$ cat config.mk
export PLATFORM = sky130hd
export DESIGN_NAME = uart_xfer_sequencer
export DESIGN_NICKNAME = d
export VERILOG_FILES = /design/src/rtl/uart_xfer_sequencer.sv
export SDC_FILE = /design/constraint.sdc
export NUM_CORES = 1
export LEC_CHECK = 0
export CAP_MARGIN = 20
export CORE_MARGIN = 2
export CORE_UTILIZATION = 36
export DETAILED_ROUTE_END_ITERATION = 10
export PLACE_DENSITY = 0.64
export SETUP_SLACK_MARGIN = 0.5
export SYNTH_ARGS = -nofsm -noshare
export SYNTH_HDL_FRONTEND = slang
export SYNTH_SLANG_ARGS = --single-unit
export TNS_END_PERCENT = 10
$ cat constraint.sdc
create_clock -name CLK_I -period 2.9 [get_ports CLK_I]
set_input_delay 0.29 -clock CLK_I [delete_from_list [all_inputs] [get_ports CLK_I]]
set_output_delay 0.29 -clock CLK_I [all_outputs]
set_load 0.02 [all_outputs]
$ cat src/rtl/uart_xfer_sequencer.sv
// Bus master for the MiniUART slave port: polls LSR, drains received bytes into an RX FIFO
// and writes queued TX FIFO bytes to DATA, leaving a guard gap after each write.
module uart_xfer_sequencer #(
  parameter int unsigned AW       = 4,
  parameter logic [2:0]  OFF_DATA = 3'd0,
  parameter logic [2:0]  OFF_LSR  = 3'd4,
  parameter int unsigned GUARD    = 2
) (
  input  logic        CLK_I,
  input  logic        RST_I,
  input  logic        enable_i,
  input  logic        tx_push_i,
  input  logic [7:0]  tx_data_i,
  output logic        tx_full_o,
  output logic        tx_drop_o,
  input  logic        rx_pop_i,
  output logic [7:0]  rx_data_o,
  output logic        rx_empty_o,
  output logic [2:0]  m_add_o,
  output logic [31:0] m_dat_o,
  input  logic [31:0] m_dat_i,
  output logic        m_stb_o,
  output logic        m_we_o,
  input  logic        m_ack_i
);

  localparam int unsigned DEPTH   = 1 << AW;
  localparam int unsigned GW      = (GUARD < 1) ? 1 : $clog2(GUARD + 1);
  localparam logic [AW:0] PTR_ONE = (AW + 1)'(1);
  localparam logic [GW-1:0] G_ONE = GW'(1);
  localparam logic [GW-1:0] G_LD  = GW'(GUARD);

  typedef enum logic [2:0] {
    ST_IDLE = 3'd0,
    ST_POLL = 3'd1,
    ST_RXRD = 3'd2,
    ST_TXWR = 3'd3,
    ST_WAIT = 3'd4
  } state_t;

  state_t         state_r, state_nxt_s;
  logic [GW-1:0]  guard_r;
  logic           ack_s;

  logic [7:0]     tx_mem_r [DEPTH];
  logic [AW:0]    tx_wr_r, tx_rd_r;
  logic           tx_empty_s, tx_full_s, tx_pop_s, tx_push_ok_s, tx_drop_r;
  logic [7:0]     tx_head_s;

  logic [7:0]     rx_mem_r [DEPTH];
  logic [AW:0]    rx_wr_r, rx_rd_r;
  logic           rx_empty_s, rx_full_s, rx_push_s, rx_push_ok_s, rx_pop_ok_s;

  logic           stb_r, we_r, stb_nxt_s, we_nxt_s;
  logic [2:0]     add_r, add_nxt_s;
  logic [31:0]    dat_r, dat_nxt_s;

  // An ack only counts while our own strobe is up (gap cycles ignore it).
  assign ack_s = m_ack_i & stb_r;

  assign tx_empty_s   = (tx_wr_r == tx_rd_r);
  assign tx_full_s    = (tx_wr_r[AW-1:0] == tx_rd_r[AW-1:0]) && (tx_wr_r[AW] != tx_rd_r[AW]);
  assign tx_pop_s     = ack_s && (state_r == ST_TXWR) && !tx_empty_s;
  assign tx_push_ok_s = tx_push_i && (!tx_full_s || tx_pop_s);
  assign tx_head_s    = tx_mem_r[tx_rd_r[AW-1:0]];

  assign rx_empty_s   = (rx_wr_r == rx_rd_r);
  assign rx_full_s    = (rx_wr_r[AW-1:0] == rx_rd_r[AW-1:0]) && (rx_wr_r[AW] != rx_rd_r[AW]);
  assign rx_pop_ok_s  = rx_pop_i && !rx_empty_s;
  assign rx_push_s    = ack_s && (state_r == ST_RXRD);
  assign rx_push_ok_s = rx_push_s && (!rx_full_s || rx_pop_ok_s);

  // TX FIFO pointers and push-overflow pulse
  always_ff @(posedge CLK_I or posedge RST_I) begin
    if (RST_I) begin
      tx_wr_r   <= '0;
      tx_rd_r   <= '0;
      tx_drop_r <= 1'b0;
    end else begin
      if (tx_push_ok_s) tx_wr_r <= tx_wr_r + PTR_ONE;
      if (tx_pop_s)     tx_rd_r <= tx_rd_r + PTR_ONE;
      tx_drop_r <= tx_push_i && !tx_push_ok_s;
    end
  end

  // TX FIFO storage
  always_ff @(posedge CLK_I) begin
    if (tx_push_ok_s) tx_mem_r[tx_wr_r[AW-1:0]] <= tx_data_i;
  end

  // RX FIFO pointers
  always_ff @(posedge CLK_I or posedge RST_I) begin
    if (RST_I) begin
      rx_wr_r <= '0;
      rx_rd_r <= '0;
    end else begin
      if (rx_push_ok_s) rx_wr_r <= rx_wr_r + PTR_ONE;
      if (rx_pop_ok_s)  rx_rd_r <= rx_rd_r + PTR_ONE;
    end
  end

  // RX FIFO storage
  always_ff @(posedge CLK_I) begin
    if (rx_push_ok_s) rx_mem_r[rx_wr_r[AW-1:0]] <= m_dat_i[7:0];
  end

  assign tx_full_o  = tx_full_s;
  assign tx_drop_o  = tx_drop_r;
  assign rx_empty_o = rx_empty_s;
  assign rx_data_o  = rx_empty_s ? 8'h00 : rx_mem_r[rx_rd_r[AW-1:0]];

  // FSM state and post-write guard counter
  always_ff @(posedge CLK_I or posedge RST_I) begin
    if (RST_I) begin
      state_r <= ST_IDLE;
      guard_r <= '0;
    end else begin
      state_r <= state_nxt_s;
      if (tx_pop_s)
        guard_r <= G_LD;
      else if ((state_r == ST_WAIT) && (guard_r != '0))
        guard_r <= guard_r - G_ONE;
    end
  end

  // Next-state decode; RX is served before TX so the UART never overruns
  always_comb begin
    state_nxt_s = state_r;
    case (state_r)
      ST_IDLE: begin
        if (enable_i) state_nxt_s = ST_POLL;
        else          state_nxt_s = ST_IDLE;
      end
      ST_POLL: begin
        if (!ack_s)                               state_nxt_s = ST_POLL;
        else if (!enable_i)                       state_nxt_s = ST_IDLE;
        else if (m_dat_i[0] && !rx_full_s)        state_nxt_s = ST_RXRD;
        else if (m_dat_i[5] && !tx_empty_s)       state_nxt_s = ST_TXWR;
        else                                      state_nxt_s = ST_IDLE;
      end
      ST_RXRD: begin
        if (ack_s) state_nxt_s = ST_IDLE;
        else       state_nxt_s = ST_RXRD;
      end
      ST_TXWR: begin
        if (ack_s) state_nxt_s = ST_WAIT;
        else       state_nxt_s = ST_TXWR;
      end
      ST_WAIT: begin
        if (guard_r == '0) state_nxt_s = ST_IDLE;
        else               state_nxt_s = ST_WAIT;
      end
      default: state_nxt_s = ST_IDLE;
    endcase
  end

  // Bus outputs for the coming cycle; the ack edge always drops stb for one gap cycle
  always_comb begin
    stb_nxt_s = 1'b0;
    we_nxt_s  = 1'b0;
    add_nxt_s = OFF_DATA;
    dat_nxt_s = 32'h0000_0000;
    case (state_nxt_s)
      ST_POLL: begin
        stb_nxt_s = !ack_s;
        add_nxt_s = OFF_LSR;
      end
      ST_RXRD: begin
        stb_nxt_s = !ack_s;
      end
      ST_TXWR: begin
        stb_nxt_s = !ack_s;
        we_nxt_s  = 1'b1;
        dat_nxt_s = {24'h00_0000, tx_head_s};
      end
      default: begin
        stb_nxt_s = 1'b0;
      end
    endcase
  end

  // Registered bus outputs
  always_ff @(posedge CLK_I or posedge RST_I) begin
    if (RST_I) begin
      stb_r <= 1'b0;
      we_r  <= 1'b0;
      add_r <= 3'd0;
      dat_r <= 32'h0000_0000;
    end else begin
      stb_r <= stb_nxt_s;
      we_r  <= we_nxt_s;
      add_r <= add_nxt_s;
      dat_r <= dat_nxt_s;
    end
  end

  assign m_stb_o = stb_r;
  assign m_we_o  = we_r;
  assign m_add_o = add_r;
  assign m_dat_o = dat_r;

endmodule

* Word level (Yosys, flattened, before mapping)
Memory sizes are Yosys's and may differ from the RTL's.
Cells that the tools add are included.
** Cells by class
- Add/sub/neg operators :: 5
- Reduce and logical (&&, ||, !) cells :: 25
- Equality and inequality tests :: 13
- Multipliers :: 0
- $lt $le $gt $ge :: 0
- Div/mod/pow operators :: 0
- Shift operators :: 0
- Multiplexer cells :: 20
- Bitwise logic cells :: 1
** Operators with widths (count)
- adder 5 x 1 -> 5 bit, second input constant :: 4
- two-way mux 8 bit :: 2
- case mux 3 bit (5 select lines) :: 1
- two-way mux 2 bit :: 7
- equality test 3 x 2 -> 1 bit, second input constant :: 4
- logical AND 1 bit :: 12
- equality test 5 bit :: 2
- two-way mux 3 bit :: 3
- equality test 4 bit :: 2
- two-way mux 1 bit :: 7
- equality test 3 x 1 -> 1 bit, second input constant :: 2
- zero test 1 bit :: 6
- nonzero test 2 bit :: 2
- equality test 3 bit, second input constant :: 1
- zero test 3 bit :: 1
- OR reduction 3 bit :: 1
- zero test 2 bit :: 1
- logical OR 1 bit :: 2
- != test 1 bit :: 2
- subtractor 2 x 1 -> 2 bit, second input constant :: 1
- bitwise AND 1 bit :: 1
** Word-level totals
- Logic and storage cells :: 77
- Latch bits :: 0
- Output and inout port bits :: 48
- Register bits after elaboration :: 63
- Memory bits (writable) :: 256
- Input bits :: 46
- Memories :: 2
- Bits in read-only memories :: 0
** Memory list
- rx_mem_r :: words 16, bits a word 8, rd ports 1, clocked after Yosys merged registers in 0, wr ports 1, RTL line 50 : logic [7:0] rx_mem_r [DEPTH];
- tx_mem_r :: words 16, bits a word 8, rd ports 1, clocked after Yosys merged registers in 0, wr ports 1, RTL line 45 : logic [7:0] tx_mem_r [DEPTH];

* Depth between registers and ports, before layout
- Depth after elaboration :: 11
- Mapped depth :: 7
- Gate-level depth less buffers :: 6

* Least setup slack after synthesis
Ideal clock, no wire load.
- Path kind :: register -> register
- Start point :: register stb_r (netlist: m_stb_o)
- End point :: memory tx_mem_r[2][0], enable pin
- Arrival :: 1.841 ns
- Setup time :: 0.383 ns
- Setup slack :: 0.676 ns
- Period minus slack after synthesis :: 2.224 ns
- Cell stages (with the launch flop) :: 6
- Buffers on the path :: 0
- Required time :: 2.517 ns
- Cell sequence :: dfrtp_1 > and2_1 > and3_1 > o31a_1 > nand2_1 > nor3_1
** On the way
- Word-level cells in the longest chain between the ends :: 7
** RTL lines
- start, declared :: RTL line 54 : logic stb_r, we_r, stb_nxt_s, we_nxt_s;
- start signal, assigned :: RTL line 190 : stb_r <= stb_nxt_s;
- bitwise AND 1 bit :: RTL line 59 : assign ack_s = m_ack_i & stb_r;
- logical AND 1 bit (2 in a row) :: RTL line 63 : assign tx_pop_s = ack_s && (state_r == ST_TXWR) && !tx_empty_s;
- logical OR 1 bit :: RTL line 64 : assign tx_push_ok_s = tx_push_i && (!tx_full_s || tx_pop_s);
- logical AND 1 bit :: RTL line 64
- two-way mux 1 bit :: RTL line 88 : if (tx_push_ok_s) tx_mem_r[tx_wr_r[AW-1:0]] <= tx_data_i;
- two-way mux 1 bit (implied by the code) :: RTL line 88
- end, declared :: RTL line 45
No other way between the ends.

* Worst setup path after layout
- Start point :: register rx_rd_r[0]
- End point :: output port rx_data_o[7]
** On the way
- Word-level cells in the longest chain between the ends :: 2
- Elaborated cells on any way between the ends :: 3
- Classes of those cells :: 1 x eq/ne; 1 x mux; 1 x memory
** RTL lines
- start, declared :: RTL line 51 : logic [AW:0] rx_wr_r, rx_rd_r;
- start signal, assigned :: RTL line 98 : if (rx_pop_ok_s) rx_rd_r <= rx_rd_r + PTR_ONE;
- memory read (16 x 8 bit) or equality test 5 bit (tied branches)
- two-way mux 8 bit (*) :: RTL line 110 : assign rx_data_o = rx_empty_s ? 8'h00 : rx_mem_r[rx_rd_r[AW-1:0]];
- end, declared :: RTL line 17 : output logic [7:0] rx_data_o,
Mark *: on every way between the ends. The rest lies on a longest branch, timed or not.

==> key figures <==
Synth
  – Count of flip-flops with a built-in enable after synthesis: 256
  – Count of yosys warnings during synthesis: 0
  – Number of standard cells after synthesis: 601
  – Number of flip-flops and latches in the synthesized netlist: 293
  – Share of synthesized registers carrying an async set or reset: 0.1263
  – Unique cell type count in the Yosys netlist: 45
  – Post-synthesis instance area: 12,070 sq um
  – Sequential element share of the synthesized area: 0.7139
  – Synth Area per Inst: 20.08 sq um
  – Post-synth top flop: sky130_fd_sc_hd__edfxtp_1

Layout
  – Total non-filler cell area in the finished layout: 14,710 sq um
  – Leading cell type in the layout, fill and taps excluded: sky130_fd_sc_hd__edfxtp_1
  – Total inserted antenna cells: 0
  – # nets final: 762
  – Commonest non-fill, non-tap cells in the layout: 256 x sky130_fd_sc_hd__edfxtp_1, 59 x sky130_fd_sc_hd__mux4_2, 34 x sky130_fd_sc_hd__dfrtp_1
  – Post-layout instance count excluding filler cells: 1,177
  – Proportion of layout cells with a drive suffix above 1: 0.3128
  – Post-layout utilization of the core: 0.4419
  – Layout-stage area growth over the synthesis result: 21.90%

Timing
  – Number of failing hold endpoints at the final stage: 0
  – Final setup violation count: 1
  – Fmax: 343.6 MHz
  – Clk_skew: 29.40 ps
  – Worst slew margin relative to its limit: 0.4911
  – RSZ-0062 raised after global routing: true
  – Time the final worst path needs with I/O delays and setup: 2910 ps
  – Pins over their slew limit: 0
  – Crit share post-route: 1.004
  – Setup slack of the critical path after layout: -10.25 ps
  – Total Neg Setup Slack: -10.25 ps
  – Actual transition at the worst max-transition pin: 758.7 ps
  – Worst hold-check slack: 63.11 ps

Detailed routing
  – Pre-Repair DR Iteration Count: 4
  – Met2 WL: 12.02 mm
  – Total Routed Length: 23.70 mm
  – Total routed wire length on the met1 layer: 10.33 mm
  – Post-detailed-route DRC marker count: 0
  – Via Count: 5,630
  – Drt initial violations: 320
  – Met3 routed WL: 891 um
  – Ratio of routed vias to standard cells: 4.783
  – Highest metal layer used by the detailed router: met4
  – Mean routed wirelength per cell: 20.14 um
  – Antenna Violating Nets Remaining: 0

Worst hold path
  – Type of the tightest min-delay check: in -> async

Die
  – Core area: 33,280 sq um
  – Initial standard-cell utilization of the core: 0.3625
  – Number of rows created at floorplan: 67
  – DIE WIDTH: 187.1 um
  – I/O pin cnt: 94
  – Height of the die: 187.1 um
  – Area enclosed by the die boundary: 35,000 sq um

Critical path
  – Slowest library cell on the worst path: sky130_fd_sc_hd__mux4_2
  – Endpoint kind of the worst setup timing path: output port
  – Startpoint kind of the worst setup timing path: register
  – Worst-path cell chain: buf_12, buf_16, mux4_2, mux4_2, nor2b_1, buf_4
  – Arrival @ worst endpoint: 2620 ps
  – Crit path required time: 2610 ps
  – Number of buffer and inverter stages on the critical path: 3
  – Critical path's most frequent cell: sky130_fd_sc_hd__mux4_2
  – Kind of critical path: reg -> out
  – Worst path max stage delay: 550 ps
  – Kind of cell adding the most delay to the critical path: multiplexers
  – Peak fanout along the critical path: 7

Status
  – Status: finished with violations
  – Violated checks: setup timing

GRT
  – Global-route wire length before repair: 35.72 mm
  – Grt ovf: 0
  – Largest net degree at the start of global routing: 37
  – Antenna violations before repair: 0
  – Vias in the first global route: 5,922
  – Tot GR Track Use: 0.1339

CTS
  – Clock slew at the register clock pins of the worst setup and hold paths: 60 ps
  – Number of H-tree levels: 1
  – Number of sinks driven by the clock tree: 293
  – CTS buffer count: 30
  – CTS root buf: sky130_fd_sc_hd__clkbuf_16
  – Post-CTS Hold Buffers: 0
  – Clock latency on the worst-skew pair: 580 ps
  – Longest Clk Path Bufs: 3
  – TritonCTS clock tree: done

Power
  – Static leakage power: 5.033 nW
  – Register share of total power: 0.388
  – Logic pwr share: 0.325
  – Clock power frac: 0.287
  – Post-route total power: 13.50 mW
  – Int Pwr: 9.501 mW
  – Net switching share of the total power: 0.2963
  – Max VDD drop: 548.6 uV
  – Net switching power: 4.001 mW
  – Power density over the cells: 918.1 nW/um^2

Placement
  – Number of input and output port buffers inserted: 43
  – Weighted congestion at the end of routability-driven global placement: 0.7203
  – Half-perimeter wire length of the detailed placement result: 15.17 mm
  – Post-place setup slack: 235.4 ps
  – Post-placement cell area: 13,120 sq um
  – Placed Cells: 1,108

Job
  – Max-cap violations: 0
-- per-layer routing --
layer	vias to the layer above	GRT usage
met4	0	0.02900
met2	107	0.2312
met5	-	0
li1	2564	-
met3	35	0.02214
met1	2924	0.1789
-- state kept, by name, summed over array words and instances, names as in the netlist --
name and cells:
rx_mem_r 128, tx_mem_r 128, m_dat_o 8, rx_rd_r 5
rx_wr_r 5, tx_rd_r 5, tx_wr_r 5, state_r 3
guard_r 2, m_add_o 1, m_stb_o 1, m_we_o 1
tx_drop_o 1
-- path summary, 6_finish.rpt --
kind	cells past startpoint	to	start	slack [ps]
min reg2reg	1	guard_r[1]	guard_r[1]	490
max in group asynchronous	3	tx_wr_r[2]	RST_I	2150
max reg2reg	11	rx_mem_r[1][1]	rx_rd_r[0]	300
min	2	m_dat_o[6]	RST_I	60
min in group CLK_I	2	tx_drop_o	tx_push_i	430
max	6	rx_data_o[7]	rx_rd_r[0]	-10
-- repair_timing --
| item | CTS | global route |
|---|---|---|
| setup endpoints to repair | 20 | 226 |
| cloned | 2 | 2 |
| buffers inserted | 5 | 4 |
| pin swaps | 3 | 33 |
| resized for setup | 74 | 88 |
-- synth_stat cells, drive strengths merged, types with 2 or more instances --
library cell  instances  area (sq um)
clkbuf                9         37.54
or4                   2         15.01
nor2                 25         93.84
buf                  46         380.4
mux2                  3         33.78
dfrtp                37         925.9
edfxtp              256          7687
and3                  3         18.77
nand2b                2         12.51
nand4                 5         31.28
o311ai                2         25.03
o21ai                 3         15.01
nor3b                 9         97.59
nand2                17         63.81
mux4                 80          1881
ha                   11         137.6
inv                  13         48.80
o21a                  2         15.01
xor2                  9         78.83
nor3                 11         55.05
and2                  9         56.30
a31oi                 2         12.51
a211o                 2         17.52
nand3                 5         25.02
xnor2                20         175.2
nor2b                 9         56.30
-- cells by family after synthesis --
kind of cell	after synthesis	synth area share
AO/OA/AOI/OAI	17	0.01120
XOR/XNOR	29	0.02105
adder cells (fa/ha/maj)	11	0.01141
buffers and inverters	68	0.03868
flip-flops	293	0.7139
multiplexers	83	0.1587
other	1	0.0003108
AND/OR/NAND/NOR	99	0.04480
-- final cells by class --
class                      instances  area, sq um
inverter                          13        48.80
fill                            2830        18570
tap                              448        560.5
sequential                       293         8617
timing repair buffer             102         1112
multi-input combinational        265         3362
clock inverter                    23        245.2
clock buffer                      33        762.0
-- power groups by stage --
stage	logic [mW]	registers [mW]	clock network [mW]
after floorplan	2.79	5.26	0
after global placement	3.86	5.28	0
after detailed placement	3.88	5.30	0
after CTS	4.13	5.22	3.95
after global routing	4.69	5.28	4.12
final	4.39	5.24	3.87
Note: power is estimated with default switching activity, not from simulation.
==> variant (same settings) <==
Set the parameter `GUARD` to 1 (it was 2).
--- a/src/rtl/uart_xfer_sequencer.sv
+++ b/src/rtl/uart_xfer_sequencer.sv
@@ -5,5 +5,5 @@
   parameter logic [2:0]  OFF_DATA = 3'd0,
   parameter logic [2:0]  OFF_LSR  = 3'd4,
-  parameter int unsigned GUARD    = 2
+  parameter int unsigned GUARD    = 1
 ) (
   input  logic        CLK_I,
Behaviour: not the same (a bounded check fails within 10 cycles, from zero or initial values and one cycle with RST_I high).
==> variant against the unedited design <==
Fmax up 0.78%. Global-route usage is 1.6 points higher. Critical endpoint is now rx_data_o[1]. Power fell by 2.7%. Synthesized area decreased by 1.8%. Non-clock buffer count rose by 8. Sequential cell count is 1 lower. Setup slack better by 22 ps. Routed wire length rose by 6.6%. Combinational power shrank 7.3%. Clock power is 1% lower. Critical path depth grew 1. Design area down 2.4%. Count of clock-buffer cells in the layout up 2.
==> variant: results (changes against the unedited design) <==
- Hold_sp: enable_i
- Cells after DPL: 1104 (-0.36%)
- Reg2reg end: rx_mem_r[3][7]
- Seq/Total Area, Yosys: 0.725 (+0.0112)
- Layout cell share with drive strength beyond 1: 0.303 (-0.00989)
- Minimum clock period: 2890 ps (-22.4 ps)
- Total number of vias: 5898 (+4.8%)
- Total CTS buffers: 31 (+3.3%)
- Global Route Usage Sum: 0.150 (+0.0158)
- RR Startpoint: rx_rd_r[0]
- Avg WL per Cell: 21.5 µm (+6.8%)
- Nets: 765 (+0.39%)
- Hold Crit Class: primary input to flop
- Worst path slowest cell: mux4_2
- Status: finished, final reports clean
- Initial antenna violation count: 0 (unchanged)
- Hold path depth: 2
- Number of global-route vias before repair: 6340 (+7.1%)
- Gpl congestion: 0.752 (+4.4%)
- First-pass GRT wire length: 38000 µm (+6.3%)
- Critical path's largest stage delay: 500 ps (-50 ps)
- Routed wire length: 25300 µm (+6.6%)
- Worst R2R Setup Slack: 510 ps (+210 ps)
- Worst Hold End: m_stb_o
- Commonest cells in the netlist: edfxtp_1, mux4_2, dfrtp_1, buf_4, nand2_1
- Slew headroom: 0.571 (+0.0796)
- Crit path DAT: 2600 ps (-20 ps)
- Max Root-Sink Buffers: 3 (unchanged)
- Worst skew pair latency: 570 ps
- Ant. Diodes: 0 (unchanged)
- Worst-path fanout max: 6 (-1)
- EDFF count, synth: 256 (unchanged)
- Reg2reg path depth: 10 (-1)
- Distinct cells, synth: 41 (-8.9%)
- Final ANT Viol Nets: 0 (unchanged)
- Dpl ws: 116 ps (-119 ps)
- Pin count of the biggest net entering global routing: 37 (unchanged)
- Asr flop ratio synth: 0.123 (-0.00299)
- Top cells by area, synth: edfxtp_1, mux4_2, dfrtp_1
- Final setup viols: 0 (-1)
- Leak: 4.96 nW (-1.5%)
- # port buffers: 43 (unchanged)
- Clock Tree Root: clkbuf_16
- Worst Clk Skew: 20.5 ps (-8.90 ps)
- H-tree Lvls: 1 (unchanged)
- Mapped Cells: 596 (-0.83%)
- Post-DP HPWL: 15600 µm (+3.2%)
- IR drop worst, VDD: 0.516 mV (-6.0%)
- Starting DRT DRC Count: 537 (+68%)
- TritonRoute pass-1 iters: 5 (+1)
## variant: routing by layer
metal / global-route usage / vias up / wire (µm) / share of wire
met5: 0 / - / 0 / 0
met4: 0.0495 / 0 / 819 / 0.032
met3: 0.0289 / 54 / 1460 / 0.058
met2: 0.262 / 175 / 12900 / 0.51
met1: 0.186 / 3113 / 10100 / 0.40
li1: - / 2556 / - / -
## variant: kinds of logic (layout without fill, tap and decap cells)
| kind of cell | count (synthesis) | count (layout) | share of synthesized area |
|---|---|---|---|
| AO/OA/AOI/OAI | 18 | 18 | 0.0117 |
| XOR/XNOR | 27 | 27 | 0.0200 |
| adder cells (fa/ha/maj) | 10 | 10 | 0.0106 |
| buffers and inverters | 63 | 175 | 0.0332 |
| flip-flops | 292 | 292 | 0.725 |
| multiplexers | 81 | 81 | 0.153 |
| other | 1 | 26 | 0.000317 |
| AND/OR/NAND/NOR | 104 | 104 | 0.0457 |
## variant: worst max path at each step
| stage | startpoint | end |
|---|---|---|
| floorplan | m_stb_o | tx_mem_r[1][0] |
| global placement | m_ack_i | rx_mem_r[13][6] |
| detailed placement | m_ack_i | rx_mem_r[12][6] |
| CTS | rx_rd_r[0] | rx_data_o[1] |
| global route | rx_rd_r[0] | rx_data_o[0] |
| finish | rx_rd_r[0] | rx_data_o[1] |
## variant: critical path, delay by kind of cell, from the launching register on
| kind | cells | cell delay [ps] |
|---|---|---|
| simple gates | 1 | 140 |
| mux | 2 | 970 |
| flops | 1 | 410 |
| buf+inv | 4 | 510 |
## variant: final cells by class
class / instances / area, µm²
sequential: 292 / 8590
tap: 442 / 553
multi-input combinational: 266 / 3070
fill: 2755 / 18100
clock inverter: 22 / 201
timing repair buffer: 110 / 1120
clock buffer: 35 / 791
inverter: 8 / 30.0
## variant: report_power, final
| group | switching, W | leakage, nW | total (W) | internal, W |
|---|---|---|---|---|
| clock | 0.00159 | 0.487 | 0.00382 | 0.00223 |
| combinational | 0.00189 | 1.70 | 0.00407 | 0.00218 |
| sequential | 0.000302 | 2.77 | 0.00525 | 0.00495 |
| total | 0.00379 | 4.96 | 0.0131 | 0.00935 |
## variant: repair_timing
action	in CTS	in global routing
buffers inserted	7	1
resized for setup	51	35
gates cloned	3	1
hold endpoints to repair	0	2
hold buffers	0	1
endpoints found under the setup margin	17	185
pin swaps	3	3
## variant: stage by stage
stage | utilization | cell area [µm²] | hold slack (ps) | setup TNS, ps
2_1_floorplan | - | 11900 | 389 | 0
3_3_place_gp | 0.401 | 13000 | 475 | 0
3_5_place_dp | 0.401 | 13000 | 477 | 0
4_1_cts | 0.437 | 14200 | 165 | -88.4
5_1_grt | 0.442 | 14400 | 429 | -209
6_report | 0.442 | 14400 | 437 | 0
